## src/rtl/pio_sequencer.sv

```systemverilog
// pio_sequencer: table-driven bus master for one PIO register port.
// The host loads a step program, then the block replays it cycle-accurately.
module pio_sequencer #(
    parameter int pSTEPS = 16,
    parameter int pPIO_ADDR_BITS = 3,
    localparam int cADDRESS_BITS = $clog2(4 + 2 * pSTEPS)
) (
    input  logic                      iCLOCK,
    input  logic                      iRESET,
    input  logic [cADDRESS_BITS-1:0]  iADDRESS,
    input  logic                      iWRITE,
    input  logic                      iREAD,
    input  logic [31:0]               iWRITE_DATA,
    output logic [31:0]               oREAD_DATA,
    output logic [pPIO_ADDR_BITS-1:0] oPIO_ADDRESS,
    output logic                      oPIO_WRITE,
    output logic                      oPIO_READ,
    output logic [31:0]               oPIO_WRITE_DATA,
    input  logic [31:0]               iPIO_READ_DATA,
    output logic                      oDONE_IRQ
);

    localparam int cSTEP_BITS = $clog2(pSTEPS);

    typedef enum logic [2:0] {
        IDLE, FETCH, WR, DLY, PREQ, PCHK, FIN
    } state_t;

    state_t state, nextState;

    logic [cSTEP_BITS-1:0]     step, stepNext;
    logic [15:0]               passCnt, passNext;
    logic [31:0]               dlyCnt, dlyNext;
    logic [31:0]               pollCnt, pollNext;
    logic [pPIO_ADDR_BITS-1:0] pioAddr, pioAddrNext;
    logic [31:0]               pioData, pioDataNext;
    logic                      doneFlag, doneNext;
    logic                      toFlag, toNext;
    logic                      abFlag, abNext;

    logic [15:0] loopReg;
    logic [31:0] toReg;
    logic [8:0]  cmdMem  [pSTEPS];
    logic [31:0] dataMem [pSTEPS];
    logic [31:0] readData, readNext;

    logic                     busy;
    logic                     ctrlWr;
    logic                     startReq;
    logic                     abortReq;
    logic                     inTable;
    logic [cADDRESS_BITS-1:0] tblOff;
    logic [cSTEP_BITS-1:0]    tblIdx;
    logic                     lastStep;
    logic                     pollHit;
    logic                     stepDone;
    logic                     passEnd;

    assign busy     = state != IDLE;
    assign ctrlWr   = iWRITE && (iADDRESS == '0);
    assign abortReq = ctrlWr && iWRITE_DATA[1];
    assign startReq = ctrlWr && iWRITE_DATA[0] && !iWRITE_DATA[1];

    // Table entries sit at 4+2k (CMD) and 5+2k (DATA).
    assign tblOff  = iADDRESS - cADDRESS_BITS'(4);
    assign tblIdx  = tblOff[cSTEP_BITS:1];
    assign inTable = (iADDRESS >= cADDRESS_BITS'(4))
                  && (tblOff[cADDRESS_BITS-1:1] < (cADDRESS_BITS-1)'(pSTEPS));

    assign lastStep = step == cSTEP_BITS'(pSTEPS - 1);
    assign pollHit  = (iPIO_READ_DATA & dataMem[step])
                   == (cmdMem[step][8] ? dataMem[step] : 32'd0);

    always_comb begin
        nextState   = state;
        stepNext    = step;
        passNext    = passCnt;
        dlyNext     = dlyCnt;
        pollNext    = pollCnt;
        pioAddrNext = pioAddr;
        pioDataNext = pioData;
        doneNext    = doneFlag;
        toNext      = toFlag;
        abNext      = abFlag;
        stepDone    = 1'b0;
        passEnd     = 1'b0;

        unique case (state)
            IDLE: begin
                if (startReq) begin
                    doneNext  = 1'b0;
                    toNext    = 1'b0;
                    abNext    = 1'b0;
                    passNext  = loopReg;
                    stepNext  = '0;
                    nextState = FETCH;
                end
            end
            FETCH: begin
                unique case (cmdMem[step][1:0])
                    2'd0: passEnd = 1'b1;
                    2'd1: begin
                        pioAddrNext = pPIO_ADDR_BITS'(cmdMem[step][6:4]);
                        pioDataNext = dataMem[step];
                        nextState   = WR;
                    end
                    2'd2: begin
                        dlyNext   = (dataMem[step] == '0) ? 32'd1 : dataMem[step];
                        nextState = DLY;
                    end
                    2'd3: begin
                        pioAddrNext = '0;
                        pollNext    = '0;
                        nextState   = PREQ;
                    end
                endcase
            end
            WR: stepDone = 1'b1;
            DLY: begin
                if (dlyCnt <= 32'd1) stepDone = 1'b1;
                else dlyNext = dlyCnt - 32'd1;
            end
            PREQ: nextState = PCHK;
            PCHK: begin
                if (pollHit) begin
                    stepDone = 1'b1;
                end else begin
                    pollNext = pollCnt + 32'd1;
                    if (toReg != '0 && pollNext == toReg) begin
                        toNext    = 1'b1;
                        nextState = FIN;
                    end else begin
                        nextState = PREQ;
                    end
                end
            end
            FIN: begin
                doneNext  = 1'b1;
                nextState = IDLE;
            end
            default: nextState = IDLE;
        endcase

        if (stepDone) begin
            if (lastStep) begin
                passEnd = 1'b1;
            end else begin
                stepNext  = step + cSTEP_BITS'(1);
                nextState = FETCH;
            end
        end

        if (passEnd) begin
            if (passCnt != '0) begin
                passNext  = passCnt - 16'd1;
                stepNext  = '0;
                nextState = FETCH;
            end else begin
                nextState = FIN;
            end
        end

        // Abort freezes step so the host can see where the run stopped.
        if (abortReq && state != IDLE && state != FIN) begin
            nextState   = FIN;
            abNext      = 1'b1;
            toNext      = toFlag;
            stepNext    = step;
            passNext    = passCnt;
            pioAddrNext = pioAddr;
            pioDataNext = pioData;
        end
    end

    always_ff @(posedge iCLOCK or negedge iRESET) begin
        if (!iRESET) begin
            state    <= IDLE;
            step     <= '0;
            passCnt  <= '0;
            dlyCnt   <= '0;
            pollCnt  <= '0;
            pioAddr  <= '0;
            pioData  <= '0;
            doneFlag <= 1'b0;
            toFlag   <= 1'b0;
            abFlag   <= 1'b0;
        end else begin
            state    <= nextState;
            step     <= stepNext;
            passCnt  <= passNext;
            dlyCnt   <= dlyNext;
            pollCnt  <= pollNext;
            pioAddr  <= pioAddrNext;
            pioData  <= pioDataNext;
            doneFlag <= doneNext;
            toFlag   <= toNext;
            abFlag   <= abNext;
        end
    end

    always_comb begin
        readNext = '0;
        if (iADDRESS == '0) begin
            readNext = {16'd0, 8'(step), 4'd0, abFlag, toFlag, doneFlag, busy};
        end else if (iADDRESS == cADDRESS_BITS'(1)) begin
            readNext = {16'd0, loopReg};
        end else if (iADDRESS == cADDRESS_BITS'(2)) begin
            readNext = toReg;
        end else if (inTable) begin
            readNext = tblOff[0] ? dataMem[tblIdx] : {23'd0, cmdMem[tblIdx]};
        end
    end

    always_ff @(posedge iCLOCK or negedge iRESET) begin
        if (!iRESET) begin
            loopReg  <= '0;
            toReg    <= '0;
            readData <= '0;
            for (int i = 0; i < pSTEPS; i++) begin
                cmdMem[i]  <= '0;
                dataMem[i] <= '0;
            end
        end else begin
            if (iREAD) readData <= readNext;
            if (iWRITE && !busy) begin
                if (iADDRESS == cADDRESS_BITS'(1)) loopReg <= iWRITE_DATA[15:0];
                if (iADDRESS == cADDRESS_BITS'(2)) toReg <= iWRITE_DATA;
                if (inTable) begin
                    if (tblOff[0]) dataMem[tblIdx] <= iWRITE_DATA;
                    else cmdMem[tblIdx] <= iWRITE_DATA[8:0];
                end
            end
        end
    end

    assign oREAD_DATA      = readData;
    assign oPIO_ADDRESS    = pioAddr;
    assign oPIO_WRITE_DATA = pioData;
    assign oPIO_WRITE      = state == WR;
    assign oPIO_READ       = state == PREQ;
    assign oDONE_IRQ       = state == FIN;

endmodule
```

## config.mk

```make
export PLATFORM = sky130hd
export DESIGN_NAME = pio_sequencer
export DESIGN_NICKNAME = d
export VERILOG_FILES = /design/src/rtl/pio_sequencer.sv
export SDC_FILE = /design/constraint.sdc
export NUM_CORES = 2
export LEC_CHECK = 0
export BUFFER_PORTS_ARGS = -buffer_cell sky130_fd_sc_hd__buf_2
export CORE_MARGIN = 8
export CORE_UTILIZATION = 59
export CTS_CLUSTER_DIAMETER = 80
export DETAILED_ROUTE_END_ITERATION = 16
export HOLD_SLACK_MARGIN = 0.05
export MAX_ROUTING_LAYER = met4
export PLACE_DENSITY_LB_ADDON = 0.3
export SYNTH_ARGS = -nofsm -noshare
export SYNTH_HDL_FRONTEND = slang
export SYNTH_SLANG_ARGS = --single-unit
```

## constraint.sdc

```tcl
create_clock -name iCLOCK -period 6 [get_ports iCLOCK]
set_clock_uncertainty 0.1 [all_clocks]
set_input_delay 1.2 -clock iCLOCK [delete_from_list [all_inputs] [get_ports iCLOCK]]
set_output_delay 1.2 -clock iCLOCK [all_outputs]
set_load 0.05 [all_outputs]
```

# Word-level counts from Yosys, hierarchy flattened
# Index checks and enable logic that the tools add are counted.
# totals
inputBits	74
elab_cells	186
register_bits	861
# op_classes
reduce_logical	38
eq_ne	21
n_mux	66
n_bitwise	5
addsub	5
order_cmp	6
# ops
op	n
bitwise mux 512 bit	1
2-to-1 mux 32 bit	16
binary-select mux 32 bit (select 4 bit)	2
bitwise mux 144 bit	1
demux 32 bit (select 4 bit)	1
one-hot mux 32 bit (2 select lines)	2
binary-select mux 9 bit (select 4 bit)	2
== test 32 bit	2
2-to-1 mux 16 bit	4
2-to-1 mux 9 bit	5
demux 9 bit (select 4 bit)	1
adder 32 x 1 -> 32 bit (second input constant)	1
AND 32 bit	1
<= comparator 32 x 1 -> 1 bit (second input constant)	1
logical NOT 32 bit	1
nonzero test 32 bit	1
subtractor 32 x 1 -> 32 bit (second input constant)	1
2-to-1 mux 4 bit	6
2-to-1 mux 3 bit	7
AND reduction 3 bit	6
nonzero test 16 bit	1
subtractor 16 x 1 -> 16 bit (second input constant)	1
one-hot mux 3 bit (5 select lines)	1
nonzero test 2 bit	7
34 further kinds	69

# Logic depth before layout (Yosys ltp)
# logic_depth
word_depth	12
mapped_depth	18

# Least setup slack after synthesis
# Ideal clock, no wire load.
# synth_timing
kind	input to register
startpoint	input port iADDRESS[2]
endpoint	register readData[20], in the netlist oREAD_DATA[20]
path_buffers	4
required_time_ns	5.756
path_stages	10
path_slack_ns	1.476
arrival_ns	4.280
cell_sequence	clkbuf_1 inv_1 ha_1 xor2_1 buf_2 buf_1 buf_2 mux4_2 a22oi_1 o22ai_1
# synth_via
elab_chain_cells	10
word_cells_on_any_way	16
cone_classes	add/sub (1); order compare (2); eq/ne (2); mux (8); bitwise (1); reduce/logical (2)
# synth_lines
item	line	source
from (decl)	10	input logic [cADDRESS_BITS-1:0] iADDRESS,
subtractor 6 x 3 -> 6 bit	65	assign tblOff = iADDRESS - cADDRESS_BITS'(4);
NOT 4 -> 5 bit (not written as such)	210	readNext = tblOff[0] ? dataMem[tblIdx] : {23'd0, cmdMem[tblIdx]};
binary-select mux 32 bit (select 4 bit)	210	
2-to-1 mux 32 bit (not written as such) (2 in a row)	210	
2-to-1 mux 32 bit	210	
2-to-1 mux 32 bit	209	end else if (inTable) begin
2-to-1 mux 32 bit	207	end else if (iADDRESS == cADDRESS_BITS'(2)) begin
2-to-1 mux 32 bit	205	end else if (iADDRESS == cADDRESS_BITS'(1)) begin
2-to-1 mux 32 bit (*)	203	if (iADDRESS == '0) begin
to (signal assigned)	224	if (iREAD) readData <= readNext;
to (decl)	45	logic [31:0] readData, readNext;
# Every way passes the cells marked *; elsewhere a longest branch is shown, timed or not. The select of a mux whose other input is x is not followed.
# A chain may end at the register's enable or synchronous reset.

# Worst setup path after layout
# layout_timing
startpoint	register step[2]
endpoint	register passCnt[3]
# layout_via
elab_chain_cells	10
word_cells_on_any_way	19
cone_classes	eq/ne (2); mux (14); bitwise (2); reduce/logical (1)
# layout_lines
item	line	source
from (decl)	31	logic [cSTEP_BITS-1:0] step, stepNext;
from (signal assigned)	189	step <= stepNext;
NOT 4 -> 5 bit (not written as such)	71, 72, 100	
binary-select mux 32 bit (select 4 bit) / binary-select mux 9 bit (select 4 bit) (equally long branches)	71, 72, 100	
2-to-1 mux 32 bit (not written as such) / 2-to-1 mux 9 bit (equally long branches) (2 in a row)	-	
AND 32 bit (tied with other cells)	71	assign pollHit = (iPIO_READ_DATA & dataMem[step])
== test 32 bit / 2-to-1 mux 1 bit (equally long branches)	72, 100	
2-to-1 mux 1 bit (on tied branches)	125, 88	
one-hot mux 1 bit (3 select lines) / 2-to-1 mux 1 bit (equally long branches)	88, 145	
2-to-1 mux 1 bit (*)	144	if (stepDone) begin
2-to-1 mux 16 bit (*)	153	if (passEnd) begin
to (signal assigned)	190	passCnt <= passNext;
to (decl)	32	logic [15:0] passCnt, passNext;
# Marked as above.

==> results.cfg <==
[status]
status = finished, final reports clean

[hold_path]
hold_depth = 2
hold_path.class = reg2reg
min_from = oPIO_WRITE_DATA[6]$_DFFE_PN0P_

[drt]
dr.first_iter.drc_count = 3610
via_per_inst = 7.038
ant_nets = 0
drt-pass1-iter-count = 5
drc = 0
dr_total_vias = 33584
routedWlPerCell_um = 30.72
wl_um = 146600

[cts]
cts_tree = built
cts.repair.resized = 0
cts_sinks = 861
clock_latency_ns = 0.66
cts_hold_buf = 0
htreeDepth = 3
root_buffer = clkbuf_16
post_cts_buffers = 0
clkTransAtPathRegs_ns = 0.06
cts_buffers = 92
clockBufferDepth = 3

[power]
powerDensity_nw_per_um2 = 289.1
leakagePower_nw = 23.25
ir_worst_vdd_v = 0.0002111

[critical_path]
arrival_ns = 5.61
ff2ff_path_depth = 11
critPathMaxFanout = 36
crit_type = reg2reg
worst_setup_path_start_kind = register
worstPathRequired_ns = 6.44
critPathCaptureType = register
reg2reg_from = step[2]$_DFFE_PN0N_
cp-startpoint = step[2]$_DFFE_PN0N_

[floorplan]
die_y_um = 297.3
die_w_um = 297.3
die-area_um2 = 88380
rows = 103
start_util_pct = 59.38
core_area_um2 = 78610
design.portCount = 144

[flow_run]
drv_cap = 0

[yosys]
syn_area_um2 = 46680
synthFlopType = dfrtp_1
syn_avg_cell_area_um2 = 12.99
yosysSeqAreaShare_pct = 46.15
synthDistinctLibCells = 90
synth-seq-cells = 861
synth_nets = 3679
synthCells = 3593
yosys_warnings = 0
synth-edff-count = 0
synth-async-reset-ratio_pct = 100.0

[placed_design]
dp_slack_ns = 1.031
numPortBuffers = 143
place_congestion = 0.9936
place_area_um2 = 48400
dp_hpwl_um = 96180

[grt]
grt_pass1_vias = 33537
grt_max_degree = 156
globalRouteMet2Util_pct = 48.83
grtUsageMet3_pct = 9.456
grt-ovfl-total = 0
grt_first_pass_wirelength_um = 221500
grt_usage_pct = 33.76
top_usage_layer = met2
grtUsageMet1_pct = 44.54
antenna_found_initial = 16

[timing]
tightest_slew_ns = 1.277
fin_setup_tns_ns = 0
grt_setup_unrepaired = false
fin_crit_ns = 5.169
report.final.slew_viol_count = 0
setup_viol = 0
slew_headroom_pct = 14.75
post-route-period-util_pct = 86.15
hold_violations = 0
clock.fmax_mhz = 193.5
fin_ws_ns = 0.8310

[final_layout]
stdcell_area_um2 = 51630
final_nets = 3716
fill_cells = 5715
drive_gt1_share_pct = 39.60
area.growth.synth_to_final_pct = 10.59
[routing by layer]
| layer | part of all wire (%) | wire length, um |
|---|---|---|
| met1 | 38 | 55770 |
| met2 | 45 | 65300 |
| met3 | 12 | 17570 |
| met4 | 5.4 | 7956 |
| met5 | 0 | 0 |
[logic make-up (layout without fill, tap and decap cells)]
kind of cell               after synthesis  count (layout)  share of synthesized area (%)
buffers and inverters                  340             454                          3.222
and+or+nand+nor                        611             611                          6.406
adders and majority gates               12              12                         0.3216
muxes                                 1172            1172                          34.99
DFF                                    861             861                          46.15
AOI/OAI and AO/OA                      538             538                          7.805
xor gates and xnor gates                59              59                          1.107
other                                    0              15                              0
[cell usage after synthesis (all sizes together), types with 6 or more instances]
cell type / number / area (um^2)
inv: 50 / 187.7
nand4: 21 / 137.6
clkbuf: 176 / 660.6
or3: 15 / 93.84
a221oi: 25 / 219.0
or2: 7 / 43.79
or4: 6 / 45.04
a2bb2oi: 7 / 61.31
nor3: 36 / 185.2
ha: 12 / 150.1
a22oi: 77 / 608.1
dfrtp: 861 / 21550
xor2: 18 / 157.7
nor4: 23 / 150.1
nor2b: 28 / 175.2
nor2: 147 / 554.3
mux4: 295 / 6644
a211oi: 13 / 107.6
o21ai: 127 / 635.6
mux2i: 150 / 1501
and2: 17 / 106.4
nand2: 191 / 716.9
nor3b: 7 / 57.55
a21o: 11 / 82.58
a31oi: 28 / 175.2
nand2b: 24 / 157.6
o31ai: 22 / 170.2
mux2: 727 / 8187
xnor2: 41 / 359.1
a21oi: 98 / 498.0
and3: 17 / 106.4
o211ai: 12 / 90.09
nand3: 51 / 260.3
buf: 114 / 655.6
a22o: 18 / 157.7
o22ai: 38 / 237.7
[through the flow]
| stage | power, mW | hold slack, ns | utilization [%] | std cells |
|---|---|---|---|---|
| final | 14.93 | 0.3713 | 65.67 | 4772 |
| after global routing | 15.40 | 0.3975 | 65.67 | 4772 |
| after CTS | 14.90 | 0.3741 | 65.62 | 4757 |
| after detailed placement | 8.973 | 0.3603 | 61.57 | 4586 |
| after global placement | 8.912 | 0.3560 | 61.57 | 4586 |
| after floorplan | 8.160 | 0.3463 | - | 3593 |
[layout by cell type (no fill, tap or decap), types with 71 or more instances in the layout]
| cell | netlist | routed |
|---|---|---|
| buf_4 | 11 | 78 |
| mux4_2 | 295 | 295 |
| mux2i_1 | 150 | 150 |
| buf_2 | 41 | 140 |
| o21ai_0 | 115 | 115 |
| dfrtp_1 | 861 | 857 |
| nand2_1 | 191 | 189 |
| a22oi_1 | 71 | 71 |
| mux2_2 | 726 | 726 |
| a21oi_1 | 96 | 96 |
| nor2_1 | 146 | 136 |
| clkbuf_16 | 0 | 94 |
[final timing paths]
kind | to | slack (ns)
worst max-delay path | passCnt[3]$_DFFE_PN0N_ | 0.83
worst min-delay path | oPIO_WRITE_DATA[6]$_DFFE_PN0P_ | 0.37
worst max register to register | passCnt[3]$_DFFE_PN0N_ | 0.83
worst min register to register | oPIO_WRITE_DATA[6]$_DFFE_PN0P_ | 0.37
max in group asynchronous | pollCnt[9]$_DFFE_PN0P_ | 3.87
min in group asynchronous | cmdMem[68]$_DFFE_PN0P_ | 0.51
[registers in the layout, summed over array words and instances (netlist names), 3 cells and up]
name,count
pollCnt,32
oPIO_ADDRESS,3
oREAD_DATA,32
state,3
cmdMem,144
dataMem,512
dlyCnt,32
loopReg,16
step,4
oPIO_WRITE_DATA,32
passCnt,16
toReg,32
[power breakdown]
part           switching, mW  internal (mW)  total, mW
logic                   1.39          0.931       2.32
registers              0.407           6.21       6.61
clock network           2.44           3.56       5.99
[final cells by class]
| class | instances | area, um^2 | area share (%) |
|---|---|---|---|
| timing repair buffer | 233 | 1568 | 3.037 |
| sequential | 861 | 21560 | 41.76 |
| antenna | 15 | 37.54 | 0.07271 |
| inverter | 50 | 187.7 | 0.3635 |
| tap | 1050 | 1314 | 2.545 |
| multi-input combinational | 2392 | 23770 | 46.04 |
| clock buffer | 127 | 2636 | 5.107 |
| clock inverter | 44 | 553.0 | 1.071 |
[critical path, cell delays in order, from the launching register on]
cell	delay, ns
dfrtp_4	0.91
mux4_2	0.42
a22oi_1	0.21
and3_1	0.75
nand3_1	0.38
o32ai_1	0.22
o211ai_1	0.21
nor4b_2	0.49
nand4_2	0.30
a21oi_2	0.62
nand2_1	0.15
a31o_1	0.25
(Power assumes the default switching activity.)
